$ cat config.mk
export PLATFORM = sky130hd
export DESIGN_NAME = fetch_stage
export DESIGN_NICKNAME = d
export VERILOG_FILES = /design/src/rtl/cpu_pkg.sv /design/src/rtl/if_id_reg.sv /design/src/rtl/fetch_stage.sv
export SDC_FILE = /design/constraint.sdc
export NUM_CORES = 1
export LEC_CHECK = 0
export ABC_CLOCK_PERIOD_IN_PS = 2100
export BUFFER_PORTS_ARGS = -buffer_cell sky130_fd_sc_hd__buf_2
export CORE_MARGIN = 1
export CORE_UTILIZATION = 30
export CTS_BUF_LIST = sky130_fd_sc_hd__clkbuf_2 sky130_fd_sc_hd__clkbuf_4 sky130_fd_sc_hd__clkbuf_8
export CTS_CLUSTER_SIZE = 16
export DETAILED_ROUTE_END_ITERATION = 6
export PLACE_DENSITY = 0.56
export SLEW_MARGIN = 40
export SYNTH_ARGS = -nofsm -noshare
export SYNTH_HDL_FRONTEND = slang
export SYNTH_SLANG_ARGS = --single-unit
export TNS_END_PERCENT = 10
$ cat constraint.sdc
create_clock -name clk -period 2.1 [get_ports clk]
set_input_delay 0 -clock clk [delete_from_list [all_inputs] [get_ports clk]]
set_output_delay 0 -clock clk [all_outputs]
set_load 0.03 [all_outputs]
$ cat src/rtl/cpu_pkg.sv
// Shared definitions for the single-issue MIPS core: bus defaults and the
// fetch FSM state encoding.
package cpu_pkg;

    localparam int unsigned XLEN           = 32;
    localparam int unsigned IMEM_DEPTH_DEF = 128;
    localparam logic [XLEN-1:0] NOP_WORD_DEF = 32'h0000_0000;

    typedef enum logic [1:0] {
        ST_BOOT  = 2'd0,
        ST_RUN   = 2'd1,
        ST_FAULT = 2'd2
    } fetch_state_t;

endpackage

$ cat src/rtl/if_id_reg.sv
// IF/ID pipeline register: bubble beats load, neither means hold.
module if_id_reg
    import cpu_pkg::*;
#(
    parameter logic [XLEN-1:0] NOP_WORD = NOP_WORD_DEF
) (
    input  logic            clk,
    input  logic            rst_n,
    input  logic            i_load,
    input  logic            i_bubble,
    input  logic [XLEN-1:0] i_inst,
    input  logic [XLEN-1:0] i_pc4,
    output logic [XLEN-1:0] o_inst,
    output logic [XLEN-1:0] o_pc4,
    output logic            o_valid
);

    logic [XLEN-1:0] r_inst;
    logic [XLEN-1:0] r_pc4;
    logic            r_valid;

    always_ff @(posedge clk) begin
        if (!rst_n) begin
            r_inst  <= NOP_WORD;
            r_pc4   <= '0;
            r_valid <= 1'b0;
        end else if (i_bubble) begin
            r_inst  <= NOP_WORD;
            r_pc4   <= '0;
            r_valid <= 1'b0;
        end else if (i_load) begin
            r_inst  <= i_inst;
            r_pc4   <= i_pc4;
            r_valid <= 1'b1;
        end
    end

    assign o_inst  = r_inst;
    assign o_pc4   = r_pc4;
    assign o_valid = r_valid;

endmodule

$ cat src/rtl/fetch_stage.sv
// Instruction-fetch stage: PC register, fetch FSM and next-PC mux feeding IF/ID.
// Optional out-of-range fetch trap enabled by defining FETCH_BOUNDS_CHECK_EN.
module fetch_stage
    import cpu_pkg::*;
#(
    parameter logic [XLEN-1:0] RESET_PC   = 32'h0000_0000,
    parameter int unsigned     IMEM_DEPTH = IMEM_DEPTH_DEF,
    parameter logic [XLEN-1:0] NOP_WORD   = NOP_WORD_DEF
) (
    input  logic            clk,
    input  logic            rst_n,
    output logic [XLEN-1:0] IMinst_addr,
    input  logic [XLEN-1:0] IMinst,
    input  logic            stall,
    input  logic            flush,
    input  logic            redirect,
    input  logic [XLEN-1:0] redirect_pc,
    output logic [XLEN-1:0] if_id_inst,
    output logic [XLEN-1:0] if_id_pc4,
    output logic            if_id_valid,
    output logic [XLEN-1:0] pc,
    output logic            fetch_fault
);

    localparam logic [XLEN-1:0] DEPTH_W = XLEN'(IMEM_DEPTH);

    fetch_state_t    r_state;
    fetch_state_t    w_state_next;
    logic [XLEN-1:0] r_pc;
    logic [XLEN-1:0] w_pc_next;
    logic [XLEN-1:0] w_pc_inc;
    logic            r_fault;
    logic            w_fault_set;
    logic            w_load;
    logic            w_bubble;
    logic            w_out_of_range;
    logic            w_unused;

    assign w_pc_inc       = r_pc + 32'd4;
    assign w_out_of_range = {2'b00, r_pc[XLEN-1:2]} >= DEPTH_W;
    // Byte-offset bits of the target are dropped by design.
    assign w_unused       = ^{redirect_pc[1:0], w_out_of_range};

    always_ff @(posedge clk) begin
        if (!rst_n) begin
            r_state <= ST_BOOT;
            r_pc    <= RESET_PC;
            r_fault <= 1'b0;
        end else begin
            r_state <= w_state_next;
            r_pc    <= w_pc_next;
            r_fault <= r_fault | w_fault_set;
        end
    end

    // Priority: redirect > flush > stall > normal fetch.
    always_comb begin
        w_state_next = r_state;
        w_pc_next    = r_pc;
        w_load       = 1'b0;
        w_bubble     = 1'b0;
        w_fault_set  = 1'b0;
        case (r_state)
            ST_BOOT: begin
                w_state_next = ST_RUN;
            end
            ST_RUN: begin
                if (redirect) begin
                    w_pc_next = {redirect_pc[XLEN-1:2], 2'b00};
                    w_bubble  = 1'b1;
                end else if (flush) begin
                    w_bubble = 1'b1;
                    if (!stall) begin
                        w_pc_next = w_pc_inc;
                    end
                end else if (stall) begin
                    w_load = 1'b0;
                end else begin
`ifdef FETCH_BOUNDS_CHECK_EN
                    if (w_out_of_range) begin
                        w_bubble     = 1'b1;
                        w_fault_set  = 1'b1;
                        w_state_next = ST_FAULT;
                    end else begin
                        w_load    = 1'b1;
                        w_pc_next = w_pc_inc;
                    end
`else
                    w_load    = 1'b1;
                    w_pc_next = w_pc_inc;
`endif
                end
            end
`ifdef FETCH_BOUNDS_CHECK_EN
            ST_FAULT: begin
                w_bubble = 1'b1;
            end
`endif
            default: begin
                w_state_next = ST_BOOT;
                w_bubble     = 1'b1;
            end
        endcase
    end

    if_id_reg #(
        .NOP_WORD (NOP_WORD)
    ) u_if_id (
        .clk      (clk),
        .rst_n    (rst_n),
        .i_load   (w_load),
        .i_bubble (w_bubble),
        .i_inst   (IMinst),
        .i_pc4    (w_pc_inc),
        .o_inst   (if_id_inst),
        .o_pc4    (if_id_pc4),
        .o_valid  (if_id_valid)
    );

    assign IMinst_addr = {2'b00, r_pc[XLEN-1:2]};
    assign pc          = r_pc;
    assign fetch_fault = r_fault;

endmodule
======== Yosys cells after proc, flatten, opt, wreduce, memory -nomap -nowiden ========
Index checks and enable logic that the tools add are counted.
storage, ports and cells
  flip-flop bits (word level) ............. 99
  input port bits ......................... 69
  output and inout port bits .............. 130
  word-level logic and storage cells ...... 22
operators by class
  $add $sub $neg .......................... 1
  eq/ne operators ......................... 2
  muxes and demuxes ....................... 10
  bitwise gates (word level) .............. 1
  reductions and logical operators ........ 3
operators by type and width
  cell                                                   count
  two-way mux 32 bit                                     2
  adder 32 x 3 -> 32 bit, second input constant          1
  two-way mux 1 bit                                      6
  case mux 2 bit (2 select lines)                        1
  equality test 2 x 1 -> 1 bit, second input constant    1
  logical NOT 2 bit                                      1
  inequality test 2 x 1 -> 1 bit, second input constant  1
  case mux 1 bit (2 select lines)                        1
  AND reduction 2 bit                                    1
  OR reduction 2 bit                                     1
  NOT 1 bit                                              1

======== Logic depth before layout (Yosys ltp) ========
  depth after elaboration ................. 4
  gate-level depth with buffers ........... 8
  depth with buffers taken out ............ 6

======== Modules after synthesis ========
Synthesis repeated with hierarchy kept, for this count alone.
unflattened totals
  cell total of the unflattened synthesis .. 563
  area total of the unflattened synthesis .. 5,012.3 um^2
by module, submodules not included
  module       instances  cells an instance  area an instance (um^2)  sequential area each (um^2)
  fetch_stage  1          353                2,687.6                  620.6
  if_id_reg    1          210                2,324.7                  1,301.2

======== Worst setup path before layout ========
Ideal clock, no wire load.
  path kind ............................... register to register
  start ................................... reg r_pc[2], in the netlist pc[2]
  end ..................................... reg r_pc[16], in the netlist pc[16]
  library setup time ...................... 0.074 ns
  data arrival time ....................... 2.175 ns
  required time ........................... 2.026 ns
  setup slack ............................. -0.149 ns
  cell stages (with the launch flop) ...... 8
  buffers on the path ..................... 1
  period minus slack after synthesis ...... 2.249 ns
  path through ............................ dfxtp_1 ha_1 and3_1 buf_4 nand3_4 or3_4 or4_1 a31oi_1
on the way
  word-level cells in the longest chain between the ends .. 3
ends and longest elaborated chain
  element                 line                                  source
  start, declared         fetch_stage.sv:29                     logic [XLEN-1:0] r_pc;
  start signal, assigned  fetch_stage.sv:51                     r_pc <= w_pc_next;
  adder 32 x 3 -> 32 bit  fetch_stage.sv:39                     assign w_pc_inc = r_pc + 32'd4;
  two-way mux 32 bit      fetch_stage.sv:73, fetch_stage.sv:76
  two-way mux 32 bit      fetch_stage.sv:68                     if (redirect) begin
Every way passes these cells. The select of a mux whose other input is x is not followed.
A chain may end at the register's enable or synchronous reset.

======== Worst setup path after layout ========
  start ................................... reg r_pc[3], in the netlist pc[3]
  end ..................................... reg r_pc[16], in the netlist pc[16]
The elaborated chain is that of the path after synthesis.

==> results.yml <==
status:
  status: "completed"
critical_path:
  r2r_cells: 6
  crit_chain: "ha_2, and3_1, nand3_4, or3_4, or4_1, a31oi_1"
  critPathRequiredTime_ns: 2.41
  cp_slowest_cell: "dfxtp_2"
  start_kind: "flip-flop"
  setup.worst_path.class: "flip-flop to flip-flop"
  slowest_delay_ns: 0.40
  path_max_fanout: 7
  crit_family: "simple AND/OR/NAND/NOR gates"
  critPathArrivalTime_ns: 2.25
  crit_cells: 6
  crit_buf_inv: 0
  cp-end-kind: "flip-flop"
logic_synthesis:
  mappedNetlistArea_um2: 4960
  synth-async-reset-ratio_pct: 0
  avgSynthCellArea_um2: 7.97
  synth_cell_types: 66
  synth_edf_count: 0
  synthFlopType: "dfxtp_1"
  synth_seq_cells: 94
  syn_inst: 623
  synth_warnings: 0
  synth.yosys.seq_area_share_pct: 37.9
min_path:
  whs_path_depth: 4
  hp-class: "primary input to flip-flop"
timing:
  fin_crit_ns: 1.93
  max_freq_ghz: 0.517
  relSlewSlack_pct: 65.4
  setup_viol: 0
  slew_viol_final: 0
  setup_tns_ns: 0
  fin_skew_ns: 0.0131
  tightest_slew_ns: 0.518
  rsz0062_at_grt: "false"
  final.period_utilization_pct: 92.1
  hold_viol: 0
die:
  initial_core_util_pct: 31.0
  die_w_um: 131
  fp.dieArea_um2: 17100
  ioPinCount: 199
  rows: 46
  coreArea_um2: 16000
  die-height_um: 131
clocking:
  cts_tree: "built"
  cts_buffers: 9
  cts_buffer_depth: 2
  cts_root_buffer: "clkbuf_8"
  clk_latency_ns: 0.38
  htreeDepth: 3
  cts.sinks: 94
  clk_pin_slew_ns: 0.10
grt:
  antenna_found_initial: 0
  grt_usage_pct: 19.3
  grt_start_max_net_pins: 64
  grt_pass1_vias: 4642
  grt_pass1_wl_um: 25100
  grt_overflow: 0
placed_design:
  gp_congestion: 0.835
  hpwl_um: 11800
  port-buffer-count: 189
run:
  maxCapViolCount: 0
cells_and_area:
  syn2layout_area_growth_pct: 38.5
  n_antenna_cell: 0
  final_cell_mix: "buf_2 (189), nand2_1 (113), dfxtp_1 (92)"
  final_common_cell: "buf_2"
  nets: 918
  fillCellCount: 1679
  drive_gt1_share_pct: 32.4
  final_util_pct: 43.0
pwr:
  p_leak_uw: 0.00297
  peakVddDrop_mv: 0.265
  power_density_nw_per_um2: 564
drt:
  wirelength_um: 16800
  vias_per_cell: 4.78
  ant_nets: 0
  first_pass_iters: 4
  wire_per_inst_um: 15.7
  drc_errors: 0
  num_vias: 5105
  drt_iter0_markers: 257
[cell usage after synthesis (5+ instances only)]
cell type | instances | share of area, %
dfxtp_1 | 94 | 38
buf_2 | 6 | 0.60
nor3_1 | 13 | 1.3
or3_1 | 5 | 0.63
a31oi_1 | 14 | 1.8
o31ai_1 | 6 | 0.91
o21ai_0 | 13 | 1.3
nand3_1 | 22 | 2.2
nand2_1 | 114 | 8.6
buf_4 | 42 | 6.4
a211oi_1 | 31 | 4.7
xnor2_1 | 17 | 3.0
nand4_1 | 8 | 1.0
nor2_1 | 47 | 3.6
a22oi_1 | 5 | 0.76
and3_1 | 9 | 1.1
xor2_1 | 10 | 1.8
o211ai_1 | 5 | 0.76
clkbuf_1 | 38 | 2.9
inv_1 | 6 | 0.45
a21oi_1 | 50 | 5.0
[logic make-up (layout without fill, tap and decap cells)]
logic type      after synthesis  count (layout)  synth area share (%)
xor+xnor                     27              27                  4.76
flops                        94              94                  37.9
fa+ha+maj                     1               1                 0.252
compound gates              143             143                  18.5
other cells                   1               7                0.0755
simple gates                257             257                  26.6
mux                           4               4                 0.806
buf+inv                      96             320                  11.0
[cell type report]
class                           count  area, um^2  area share [%]
Inverter                            7        26.3           0.382
Sequential cell                    94        1880            27.4
Clock inverter                      6        45.0           0.655
Timing Repair Buffer              297        1940            28.3
Clock buffer                       10         131            1.91
Multi-Input combinational cell    439        2570            37.4
Tap cell                          216         270            3.93
[worst register-to-register path, delay by kind of cell, from the launching register on]
kind / cells / cell delay, ns
and+or+nand+nor: 4 / 1.07
DFF: 1 / 0.40
adders and majority gates: 1 / 0.24
AOI/OAI and AO/OA: 1 / 0.16
[registers in the layout (all words and copies together) (netlist names)]
name             flops
u_if_id.o_pc4       30
r_state              1
u_if_id.o_inst      32
u_if_id.o_valid      1
pc                  30
[where the power goes]
part | leakage, uW | total, uW | switching, uW | internal [uW]
Combinational | 0.00212 | 821 | 502 | 319
Clock | 0.0000827 | 1170 | 717 | 451
Sequential | 0.000764 | 1890 | 52.9 | 1840
[worst paths after layout]
kind / from / to / slack (ns)
worst max-delay path: pc[3] / pc[16] / 0.17
worst min-delay path: redirect_pc[29] / pc[29] / 0.03
worst max register to register: pc[3] / pc[16] / 0.17
worst min register to register: u_if_id.o_inst[26] / u_if_id.o_inst[26] / 0.46
[repair_timing]
item / 4_1_cts / 5_1_grt
hold buffers: 60 / 0
setup endpoints to repair: 0 / 6
hold endpoints to repair: 60 / 0
resized for setup: 0 / 2
setup buffers: 0 / 0
[metal layers]
layer / wire [um] / track usage (%) / vias to the layer above
met3: 858 / 3.09 / 15
met2: 7720 / 32.2 / 176
met1: 8000 / 25.4 / 2322
met4: 204 / 6.02 / 0
met5: 0 / 0 / -
li1: - / - / 2592
[through the flow]
| stage | instances | power (uW) | worst slack (ns) | area [um^2] | hold WS (ns) |
|---|---|---|---|---|---|
| finish | 1069 | 3880 | 0.167 | 6880 | 0.0287 |
| global route | 1069 | 4090 | 0.0122 | 6880 | 0.0358 |
| CTS | 1069 | 3930 | 0.127 | 6870 | 0.00734 |
| global placement | 993 | 2660 | 0.168 | 6100 | 0.242 |
| floorplan | 629 | 2430 | 0.0124 | 4990 | 0.136 |
| detailed placement | 993 | 2670 | 0.164 | 6100 | 0.247 |
Power figures use the tool's default switching activity.
